===== config.mk =====
export PLATFORM = sky130hd
export DESIGN_NAME = hilo_mult_ctrl
export DESIGN_NICKNAME = d
export VERILOG_FILES = /design/src/rtl/hilo_mult_ctrl.sv
export SDC_FILE = /design/constraint.sdc
export NUM_CORES = 1
export LEC_CHECK = 0
export ABC_CLOCK_PERIOD_IN_PS = 5350
export CAP_MARGIN = 40
export CORE_MARGIN = 1.5
export CORE_UTILIZATION = 25
export CTS_BUF_LIST = sky130_fd_sc_hd__clkbuf_2 sky130_fd_sc_hd__clkbuf_4 sky130_fd_sc_hd__clkbuf_8
export DETAILED_ROUTE_END_ITERATION = 12
export RECOVER_POWER = 50
export SYNTH_ARGS = -nofsm -noshare
export SYNTH_HDL_FRONTEND = slang
export SYNTH_SLANG_ARGS = --single-unit

===== constraint.sdc =====
create_clock -name CLK -period 5.35 [get_ports CLK]
set_clock_uncertainty 0.1 [all_clocks]
set_input_delay 0.8025 -clock CLK [delete_from_list [all_inputs] [get_ports CLK]]
set_output_delay 0.8025 -clock CLK [all_outputs]
set_load 0.01 [all_outputs]

===== src/rtl/hilo_mult_ctrl.sv =====
`default_nettype none
// ============================================================================
// Module   : hilo_mult_ctrl
// Brief    : Multi-cycle sequencer and HI/LO register pair around an external
//            combinational 32x32 multiplier, with move-to-HI/LO support.
//            Optional macro HILO_MULT_RESTART_EN lets START in RUN restart.
// Revision : 1.0 - initial release
// ============================================================================
module hilo_mult_ctrl #(
    parameter int LATENCY = 4
) (
    input  logic        CLK,
    input  logic        RST,
    input  logic        START,
    input  logic        SIGNED,
    input  logic [31:0] OP_A,
    input  logic [31:0] OP_B,
    input  logic        MTHI,
    input  logic        MTLO,
    input  logic [31:0] WDATA,
    output logic [31:0] MUL_A,
    output logic [31:0] MUL_B,
    output logic        MUL_SIGNED,
    input  logic [31:0] MUL_HI,
    input  logic [31:0] MUL_LO,
    output logic [31:0] HI,
    output logic [31:0] LO,
    output logic        BUSY,
    output logic        DONE
);

    localparam logic [0:0] c_st_idle  = 1'b0;
    localparam logic [0:0] c_st_run   = 1'b1;
    localparam logic [4:0] c_cnt_load = 5'(LATENCY - 1);

    logic [0:0]  r_state;
    logic [4:0]  r_cnt;
    logic [31:0] r_mul_a;
    logic [31:0] r_mul_b;
    logic        r_mul_signed;
    logic [31:0] r_hi;
    logic [31:0] r_lo;
    logic        r_done;

    logic [0:0]  w_state_nxt;
    logic [4:0]  w_cnt_nxt;
    logic        w_load;
    logic        w_capture;
    logic        w_restart;
    logic        w_busy;
    logic        w_move_hi;
    logic        w_move_lo;

`ifdef HILO_MULT_RESTART_EN
    assign w_restart = START;
`else
    assign w_restart = 1'b0;
`endif

    // State register and datapath registers
    always_ff @(posedge CLK) begin
        if (RST) begin
            r_state      <= c_st_idle;
            r_cnt        <= 5'd0;
            r_mul_a      <= 32'd0;
            r_mul_b      <= 32'd0;
            r_mul_signed <= 1'b0;
            r_hi         <= 32'd0;
            r_lo         <= 32'd0;
            r_done       <= 1'b0;
        end else begin
            r_state <= w_state_nxt;
            r_cnt   <= w_cnt_nxt;
            r_done  <= w_capture;
            if (w_load) begin
                r_mul_a      <= OP_A;
                r_mul_b      <= OP_B;
                r_mul_signed <= SIGNED;
            end
            if (w_capture) begin
                r_hi <= MUL_HI;
                r_lo <= MUL_LO;
            end else begin
                if (w_move_hi) r_hi <= WDATA;
                if (w_move_lo) r_lo <= WDATA;
            end
        end
    end

    // Next-state logic
    always_comb begin
        w_state_nxt = r_state;
        w_cnt_nxt   = r_cnt;
        w_load      = 1'b0;
        w_capture   = 1'b0;
        case (r_state)
            c_st_idle: begin
                if (START) begin
                    w_load      = 1'b1;
                    w_cnt_nxt   = c_cnt_load;
                    w_state_nxt = c_st_run;
                end
            end
            c_st_run: begin
                // A restart discards the in-flight product, even on the capture cycle
                if (w_restart) begin
                    w_load    = 1'b1;
                    w_cnt_nxt = c_cnt_load;
                end else if (r_cnt != 5'd0) begin
                    w_cnt_nxt = r_cnt - 5'd1;
                end else begin
                    w_capture   = 1'b1;
                    w_state_nxt = c_st_idle;
                end
            end
            default: w_state_nxt = c_st_idle;
        endcase
    end

    // Output logic
    always_comb begin
        w_busy    = (r_state == c_st_run);
        w_move_hi = MTHI && !w_busy;
        w_move_lo = MTLO && !w_busy;
    end

    assign MUL_A      = r_mul_a;
    assign MUL_B      = r_mul_b;
    assign MUL_SIGNED = r_mul_signed;
    assign HI         = r_hi;
    assign LO         = r_lo;
    assign BUSY       = w_busy;
    assign DONE       = r_done;

endmodule
`default_nettype wire


==> run metrics <==
fraction of layout instances using a drive strength above 1=0.07135; Synthesized Nets=740; wl on met1=7935 um; clk slew on worst S/H paths=70 ps; crit-path max FO=83; crit start category=input port; CP required=5440 ps; maximum VDD drop=136.0 uV; leak pwr=0.003521 uW; Total GRT Usage=0.1646; Iter 0 DRT Violations=161; Clock Latency Late Sink=430 ps; Final HPWL DP=12,190 um; Vias/cell=4.557; Tightest Hold Check Type=register to register; Seq/Total Area, Yosys=0.5274; crit path DAT=3490 ps; met2 wire length=8157 um; Post-Layout Cell Count=1,125; highest clock rate=293.8 MHz; Final min period=3404 ps; RSZ-0062 raised after global routing=false; PortBufs=296; largest net degree at the start of global routing=84; Die H=146.7 um; fin nets=1,010; post-CTS sizing=0; failing checks=capacitance limit, slew limit; Sequential Power Share=0.434; Syn Area/Cell=9.010 um^2; Worst slew margin=-0.6761; H-tree levels=4; cell count after synthesis=573; Initial Util=0.2551; Root Driver=clkbuf_8; type of the worst setup path=input port to register; Cell variety after synth=29; Placed Cells incl. Taps=1,094; Power, Total=2663 uW; Final ANT Viol Nets=0; via count of the first global-routing pass=4,993; Comb pwr share=0.214; NetSw=720.0 uW; I/O pin total=297; die area=21,520 um^2; Post-Syn Area=5162 um^2; area grow syn2layout=68.59%; Final Slew Violations=55; setup TNS=0 ps; Core Box Area=20,230 um^2; antenna violations before repair=0; wire length per cell=15.94 um; Antenna Cells=0; Multi-input gate area=2067 um^2; DR pass1 iterations=4; Setup crit end kind=register; crit share post-route=0.6363; CTS Buffer Depth=2; Top Metal Used=met4; Routed WL=17,930 um; die width=146.7 um; global-route wire length before repair=27,860 um; Pint=1943 uW; Sequential Area=2723 um^2; max_cap viols=1; clk sinks=136; endpoints failing setup=0; GP Congestion=0.7947; Slew @ Worst Pin=2514 ps; DRC Markers=0; met3 WL post-DR=1619 um; hold_buf cts=0; Switching Share=0.2704; PwrDens=305.9 nW/um^2; CTS tree=yes; total grt overflow=0; clock share of power=0.352; Inserted Clock Buffers=17; Yosys warning count=0; Vias=5,127; Fillers=2,058; # rows=52; Post CTS Setup Buffer Count=0; final hold viol count=0; Hold Slack=348.8 ps; status=finished with violations; register bit total from synthesis=136
==> cell type report <==
cell class / instances / area share
Clock buffer: 19 / 0.02933
Clock inverter: 12 / 0.02027
Inverter: 34 / 0.01466
Multi-Input combinational cell: 350 / 0.2375
Sequential cell: 136 / 0.3128
Tap cell: 270 / 0.03882
Timing Repair Buffer: 304 / 0.3466
==> kinds of logic after synthesis <==
group / share of synthesized area
AO/OA/AOI/OAI: 0.2794
adder cells (fa/ha/maj): 0.002423
buffers and inverters: 0.07659
flip-flops: 0.5274
AND/OR/NAND/NOR: 0.1142
==> metrics by stage <==
step,area (um^2),util,worst slack [ps]
floorplan,5162,-,3449
global placement,8275,0.4090,2319
detailed placement,8275,0.4090,2343
CTS,8707,0.4303,2551
global route,8703,0.4301,1692
finish,8703,0.4301,1946
==> routing by layer <==
metal	vias to the layer above	global-route usage
met3	14	0.06770
met5	-	0
li1	2550	-
met2	221	0.2634
met1	2342	0.2022
met4	0	0.04899
==> Yosys cell counts <==
cell       instances  area, um^2
ha_1               1       12.51
a31o_1             1       8.760
a211oi_1           1       7.510
buf_4              3       22.52
nand2_1          131       491.7
dfxtp_1          136        2723
buf_6              5       56.30
nand4bb_1          1       11.26
nand2b_1           1       6.260
buf_1              1       3.750
inv_1             34       127.6
o211ai_1           1       7.510
nand4b_1           1       8.760
clkbuf_1          28       105.1
buf_2             16       80.08
nor2_1             2       7.510
or4b_1             1       10.01
a311oi_1           1       8.760
o221a_2           15       168.9
nand3b_1           1       7.510
nor2b_1            3       18.77
a21oi_1          133       665.6
and4b_1            1       10.01
or2_1              1       6.260
nand3_1            1       5.000
o31a_1             1       8.760
o21bai_1           2       15.01
o221a_1           49       551.8
nor4_1             1       6.260
==> path summary, 6_finish.rpt <==
| path | start | end | cells past startpoint | slack [ps] |
|---|---|---|---|---|
| worst max-delay path | RST | MUL_B[5] | 3 | 1950 |
| worst min-delay path | MUL_A[24] | MUL_A[24] | 2 | 350 |
| worst max register to register | BUSY | r_cnt[3] | 4 | 2980 |
| worst min register to register | MUL_A[24] | MUL_A[24] | 2 | 350 |
==> worst max-delay path, stage by stage <==
cell and delay [ps]:
buf_4 620, clkbuf_1 1850, a21oi_1 110
==> sequential cells by signal (all words and copies together), names as in the netlist <==
name        count
MUL_SIGNED      1
r_cnt           5
LO             32
BUSY            1
DONE            1
MUL_A          32
MUL_B          32
HI             32
==> power groups by stage <==
stage | sequential (uW) | clock, uW | combinational (uW)
4_1_cts | 1160 | 974 | 602
2_1_floorplan | 1210 | 0 | 209
6_report | 1150 | 938 | 570
5_1_grt | 1170 | 1020 | 616
3_3_place_gp | 1180 | 0 | 600
3_5_place_dp | 1180 | 0 | 598
==> cell usage in the layout, fill, tap and decap left out, drive strengths merged, types with 2 or more instances in the layout <==
cell type and count:
buf 8, inv 34, nand2 131, nor2 2
o21bai 2, dfxtp 136, clkbuf 20, clkdlybuf4s50 196
clkinvlp 2, o221a 64, clkinv 6, nor2b 3
dlygate4sd3 99, a21oi 133, bufinv 4
No activity file was read; power rests on OpenSTA's default activity.
